## src/rtl/uart_pkg.sv

```systemverilog
// Shared UART types and helpers for the transmit and receive paths.
// UART_TX_PARITY_EN adds the PARITY state to the transmit FSM.
package uart_pkg;

    localparam int DATA_BITS = 8;

    typedef enum logic [2:0] {
        ST_IDLE,
        ST_START,
        ST_DATA,
`ifdef UART_TX_PARITY_EN
        ST_PARITY,
`endif
        ST_STOP
    } uart_tx_state_t;

    function automatic int clks_per_bit(input int clk_hz, input int baud);
        return clk_hz / baud;
    endfunction

endpackage

```

## src/rtl/uart_tx_if.sv

```systemverilog
// Byte valid/ready handshake into the UART transmitter.
interface uart_tx_if;
    import uart_pkg::*;

    logic                 tx_valid;
    logic [DATA_BITS-1:0] tx_data;
    logic                 tx_ready;

    modport master (
        output tx_valid,
        output tx_data,
        input  tx_ready
    );

    modport slave (
        input  tx_valid,
        input  tx_data,
        output tx_ready
    );

endinterface

```

## src/rtl/tx_baud_ctr.sv

```systemverilog
// Bit-period counter; bit_end marks the last cycle of each period.
module tx_baud_ctr #(
    parameter int CLKS_PER_BIT = 16
) (
    input  logic clk,
    input  logic clr,
    output logic bit_end
);

    localparam int CW = $clog2(CLKS_PER_BIT);
    localparam logic [CW-1:0] CNT_MAX = CW'(CLKS_PER_BIT - 1);

    logic [CW-1:0] cnt_q;
    logic [CW-1:0] cnt_d;

    assign bit_end = (cnt_q == CNT_MAX);

    always_comb begin
        cnt_d = cnt_q + 1'b1;
        if (clr || bit_end) begin
            cnt_d = '0;
        end
    end

    always_ff @(posedge clk) begin
        cnt_q <= cnt_d;
    end

endmodule

```

## src/rtl/uart_tx.sv

```systemverilog
// 8N1 UART transmitter with per-bit and end-of-frame strobes.
// Define UART_TX_PARITY_EN for an even-parity bit between D7 and stop.
module uart_tx
    import uart_pkg::*;
#(
    parameter int CLK_FREQ_HZ = 1_600_000,
    parameter int BAUD_RATE   = 100_000
) (
    input  logic     clk,
    input  logic     rst,
    uart_tx_if.slave bus,
    output logic     tx,
    output logic     busy,
    output logic     bit_strobe,
    output logic     frame_done
);

    localparam int CPB = clks_per_bit(CLK_FREQ_HZ, BAUD_RATE);
    localparam logic [2:0] LAST_IDX = 3'(DATA_BITS - 1);

    generate
        if (CPB < 2) begin : g_cpb_chk
            $error("uart_tx: CLKS_PER_BIT must be at least 2");
        end
    endgenerate

    uart_tx_state_t       state_q, state_d;
    logic [DATA_BITS-1:0] shreg_q, shreg_d;
    logic [2:0]           idx_q, idx_d;
    logic                 tx_q, tx_d;
    logic                 ready_q, ready_d;
    logic                 busy_q, busy_d;
    logic                 strobe_q, strobe_d;
    logic                 done_q, done_d;
`ifdef UART_TX_PARITY_EN
    logic                 parity_q, parity_d;
`endif

    logic bit_end;
    logic ctr_clr;
    logic handshake;

    // IDLE holds the counter at zero, so START always gets a full period.
    assign ctr_clr   = rst || (state_q == ST_IDLE);
    assign handshake = bus.tx_valid && ready_q;

    tx_baud_ctr #(
        .CLKS_PER_BIT(CPB)
    ) u_baud (
        .clk     (clk),
        .clr     (ctr_clr),
        .bit_end (bit_end)
    );

    always_comb begin
        state_d  = state_q;
        shreg_d  = shreg_q;
        idx_d    = idx_q;
        tx_d     = tx_q;
        ready_d  = ready_q;
        busy_d   = busy_q;
        strobe_d = 1'b0;
        done_d   = 1'b0;
`ifdef UART_TX_PARITY_EN
        parity_d = parity_q;
`endif
        unique case (state_q)
            ST_IDLE: begin
                ready_d = 1'b1;
                if (handshake) begin
                    state_d  = ST_START;
                    shreg_d  = bus.tx_data;
                    idx_d    = '0;
                    tx_d     = 1'b0;
                    ready_d  = 1'b0;
                    busy_d   = 1'b1;
                    strobe_d = 1'b1;
`ifdef UART_TX_PARITY_EN
                    parity_d = ^bus.tx_data;
`endif
                end
            end
            ST_START: begin
                if (bit_end) begin
                    state_d  = ST_DATA;
                    tx_d     = shreg_q[0];
                    shreg_d  = shreg_q >> 1;
                    strobe_d = 1'b1;
                end
            end
            ST_DATA: begin
                if (bit_end) begin
                    strobe_d = 1'b1;
                    if (idx_q == LAST_IDX) begin
`ifdef UART_TX_PARITY_EN
                        state_d = ST_PARITY;
                        tx_d    = parity_q;
`else
                        state_d = ST_STOP;
                        tx_d    = 1'b1;
`endif
                    end else begin
                        idx_d   = idx_q + 3'd1;
                        tx_d    = shreg_q[0];
                        shreg_d = shreg_q >> 1;
                    end
                end
            end
`ifdef UART_TX_PARITY_EN
            ST_PARITY: begin
                if (bit_end) begin
                    state_d  = ST_STOP;
                    tx_d     = 1'b1;
                    strobe_d = 1'b1;
                end
            end
`endif
            ST_STOP: begin
                if (bit_end) begin
                    state_d = ST_IDLE;
                    tx_d    = 1'b1;
                    ready_d = 1'b1;
                    busy_d  = 1'b0;
                    done_d  = 1'b1;
                end
            end
            default: begin
                state_d = ST_IDLE;
            end
        endcase
    end

    always_ff @(posedge clk) begin
        if (rst) begin
            state_q  <= ST_IDLE;
            shreg_q  <= '0;
            idx_q    <= '0;
            tx_q     <= 1'b1;
            ready_q  <= 1'b0;
            busy_q   <= 1'b0;
            strobe_q <= 1'b0;
            done_q   <= 1'b0;
`ifdef UART_TX_PARITY_EN
            parity_q <= 1'b0;
`endif
        end else begin
            state_q  <= state_d;
            shreg_q  <= shreg_d;
            idx_q    <= idx_d;
            tx_q     <= tx_d;
            ready_q  <= ready_d;
            busy_q   <= busy_d;
            strobe_q <= strobe_d;
            done_q   <= done_d;
`ifdef UART_TX_PARITY_EN
            parity_q <= parity_d;
`endif
        end
    end

    assign bus.tx_ready = ready_q;
    assign tx           = tx_q;
    assign busy         = busy_q;
    assign bit_strobe   = strobe_q;
    assign frame_done   = done_q;

endmodule
```

## src/flat_wrapper.sv

```systemverilog
// flat-port wrapper written by rule: the top's interface ports become plain ports
module uart_tx_flat import uart_pkg::*;
#(
    parameter int CLK_FREQ_HZ = 1_600_000,
    parameter int BAUD_RATE   = 100_000
)
  (clk, rst, tx, busy, bit_strobe, frame_done, bus_tx_valid, bus_tx_data, bus_tx_ready);
  uart_tx_if bus_i ();
  input  logic clk;
  input  logic rst;
  output logic tx;
  output logic busy;
  output logic bit_strobe;
  output logic frame_done;
  input wire logic [$bits(bus_i.tx_valid)-1:0] bus_tx_valid;
  input wire logic [$bits(bus_i.tx_data)-1:0] bus_tx_data;
  output wire logic [$bits(bus_i.tx_ready)-1:0] bus_tx_ready;
  assign bus_i.tx_valid = bus_tx_valid;
  assign bus_i.tx_data = bus_tx_data;
  assign bus_tx_ready = bus_i.tx_ready;
  uart_tx #(.CLK_FREQ_HZ(CLK_FREQ_HZ), .BAUD_RATE(BAUD_RATE)) u_core (.clk(clk), .rst(rst), .bus(bus_i), .tx(tx), .busy(busy), .bit_strobe(bit_strobe), .frame_done(frame_done));
endmodule
```

## config.mk

```make
export PLATFORM = sky130hd
export DESIGN_NAME = uart_tx_flat
export DESIGN_NICKNAME = d
export VERILOG_FILES = /design/src/rtl/uart_pkg.sv /design/src/rtl/uart_tx_if.sv /design/src/rtl/tx_baud_ctr.sv /design/src/rtl/uart_tx.sv /design/src/flat_wrapper.sv
export SDC_FILE = /design/constraint.sdc
export NUM_CORES = 1
export LEC_CHECK = 0
export ABC_AREA = 1
export CELL_PAD_IN_SITES_DETAIL_PLACEMENT = 0
export CELL_PAD_IN_SITES_GLOBAL_PLACEMENT = 1
export CORE_MARGIN = 1
export CORE_UTILIZATION = 38
export DETAILED_ROUTE_END_ITERATION = 7
export GPL_TIMING_DRIVEN = 0
export PLACE_DENSITY = 0.88
export SYNTH_ARGS = -nofsm -noshare
export SYNTH_HDL_FRONTEND = slang
export SYNTH_HIERARCHICAL = 1
export SYNTH_SLANG_ARGS = --single-unit
```

## constraint.sdc

```tcl
create_clock -name clk -period 1.9 [get_ports clk]
set_clock_uncertainty 0.15 [all_clocks]
set_input_delay 0.19 -clock clk [delete_from_list [all_inputs] [get_ports clk]]
set_output_delay 0.19 -clock clk [all_outputs]
set_load 0.05 [all_outputs]
```

==> results.yml <==
run_status:
  status: "complete, no violations"
hold_path:
  whs_endpoint: "u_core/u_baud/cnt_q[0]"
  min_path_cells: 1
  min-delay-path-class: "reg -> reg"
  hold_start: "u_core/u_baud/cnt_q[0]"
die:
  io-pin-count: 16
  die_area_sq_mm: 0.00347
  die_w_microns: 58.9
  num_rows: 20
  initial_core_util_pct: 40.3
  fp.coreArea_sq_mm: 0.00305
  die_y_microns: 58.9
worst_setup_path:
  crit_buf_inv: 1
  crit_arrival_ps: 1500
  cp_top_family: "buffers and inverters"
  worst_ep_required_time_ps: 1560
  max_stage_delay_ps: 810
  crit_fanout: 4
  rr_endpoint: "u_core/shreg_q[1]"
  rr_startpoint: "u_core/u_baud/cnt_q[1]"
  worstSetupEndpointType: "output pin"
  r2r_slack_ps: 210
  crit_chain: "clkdlybuf4s50_1"
  setup.worst_path.start_class: "register"
  r2r_cells: 10
  critPathKind: "reg -> out"
  critPathSlowestCell: "clkdlybuf4s50_1"
global_routing:
  grt_util_all_layers_pct: 16.4
  gr-total-overflow: 0
  grt_pass1_wl_microns: 4360
  grt_pass1_vias: 995
  grt_max_degree: 13
  antenna_found_initial: 0
finish:
  synthToLayoutAreaGrowth_pct: 20.0
  finalNonFillerCells: 244
  layout_common_cells: "42 x nand2_1, 37 x nor2_1, 20 x dfxtp_1"
  layout.nets: 220
  drive_gt1_share_pct: 13.0
  antennaDiodeCount: 0
  final_common_cell: "nand2_1"
clock_network:
  clk_latency_ps: 310
  cts_tree: "built"
  path_clk_slew_ps: 130
  cts_made_buffers: 3
  root_buffer: "clkbuf_4"
  h-tree-depth: 1
  cts.path.max_buffers: 2
  cts_sinks: 22
  postCtsHoldBufs: 0
synthesis:
  syn_inst: 181
  ys_ff_latch: 22
  synth.distinct_cells: 23
  yosys_warnings: 6
  synth-seq-area-share_pct: 35.8
  synth_area_sq_mm: 0.00123
  avgSynthCellArea_sq_um: 6.80
  synthesis.nets: 200
sta:
  max-slew-margin-rel_pct: 66.3
  max_freq_mhz: 543
  setup-tns-final_ps: 0
  fin_crit_sh_pct: 96.9
  rsz0062_at_grt: "no"
  hold_ws_ps: 293
  fin_crit_ps: 1840
  tightest_slew_ps: 503
  slew_viol_final: 0
  final_hold_viol_count: 0
  setup_viol: 0
pwr:
  power_mw: 2.08
  p_leak_nw: 0.707
  p_per_area_mw_per_mm2: 1410
  peakVddDrop_mv: 0.577
placed_design:
  dp.cells: 240
  dp_hpwl_microns: 1840
  gp_congestion: 0.783
  placement.io_buffers: 15
detailed_routing:
  first_pass_iters: 4
  routed_wl_microns: 2430
  routedWlPerCell_microns: 9.94
  drc_errors: 0
  vias_per_cell: 4.57
  drt-initial-drc-count: 39
  antenna_left: 0
  vias: 1114
flow_run:
  maxCapViolCount: 0
layer usage:
metal	GRT usage, %	vias up	part of all wire (%)
li1	-	607	-
met1	23.0	502	51
met2	24.8	5	48
met3	2.64	0	1.1
met4	7.14	0	0
met5	0	-	0
Yosys cell counts:
cell	instances	area [sq um]
nand4_1	1	6.26
nand3_2	1	10.0
inv_2	4	15.0
nand2_1	43	161
nor3b_1	2	15.0
ha_1	8	100
inv_1	17	63.8
nor3_1	1	5.00
nand3_1	13	65.1
or2_0	1	6.26
nor2_4	2	22.5
nor2_8	1	20.0
nor2_1	37	139
buf_2	2	10.0
o21ai_1	1	5.00
dfxtp_1	22	440
nor2_2	2	12.5
a21oi_1	11	55.1
o21ai_0	3	15.0
o22ai_1	1	6.26
nand2_2	6	37.5
o21a_1	1	7.51
o21bai_2	1	11.3
cell type report:
class	instances	area (sq um)
sequential	22	443
timing repair buffer	15	150
clock buffer	4	36.3
fill	315	1580
buffer	2	10.0
inverter	21	78.8
tap	44	55.1
multi-input combinational	136	703
worst max-delay path by stage:
stage,slack (ps),to,startpoint,cells past startpoint
after global routing,5,bus_tx_ready,u_core/bus.tx_ready,1
after detailed placement,90,u_core/u_baud/cnt_q[3],rst,6
after CTS,40,bus_tx_ready,u_core/bus.tx_ready,1
final,60,bus_tx_ready,u_core/bus.tx_ready,1
after global placement,100,u_core/u_baud/cnt_q[3],rst,6
after floorplan,340,u_core/shreg_q[2],u_core/u_baud/cnt_q[0],10
registers in the layout (all words and copies together) (netlist names), 2 cells and up:
name / cells
u_core/idx_q: 3
u_core/shreg_q: 8
u_core/state_q: 2
u_core/u_baud/cnt_q: 4
what timing repair did:
item / CTS / global route
endpoints found under the setup margin: 0 / 11
endpoints found under the hold margin: 0 / 0
setup buffers: 0 / 0
gates resized for setup: 0 / 3
stage by stage:
stage               area [sq um]  worst slack [ps]  utilization, %
floorplan                   1230               341               -
global placement            1440              99.2            47.0
detailed placement          1440              90.8            47.0
CTS                         1470              43.0            48.2
global route                1480              4.95            48.4
finish                      1480              58.0            48.4
kinds of logic (layout without fill, tap and decap cells):
family | Yosys count | after routing | share of synthesized area [%]
DFF | 22 | 22 | 35.8
buffers and inverters | 23 | 42 | 7.22
AOI/OAI and AO/OA | 18 | 18 | 8.14
and+or+nand+nor | 110 | 110 | 40.7
adders and majority gates | 8 | 8 | 8.14
where the power goes:
group,internal [mW],switching (mW),leakage [nW]
registers,0.582,0.0746,0.181
clock network,0.117,0.144,0.0210
logic,0.412,0.751,0.505
total,1.11,0.970,0.707
No activity file was read; power rests on OpenSTA's default activity.
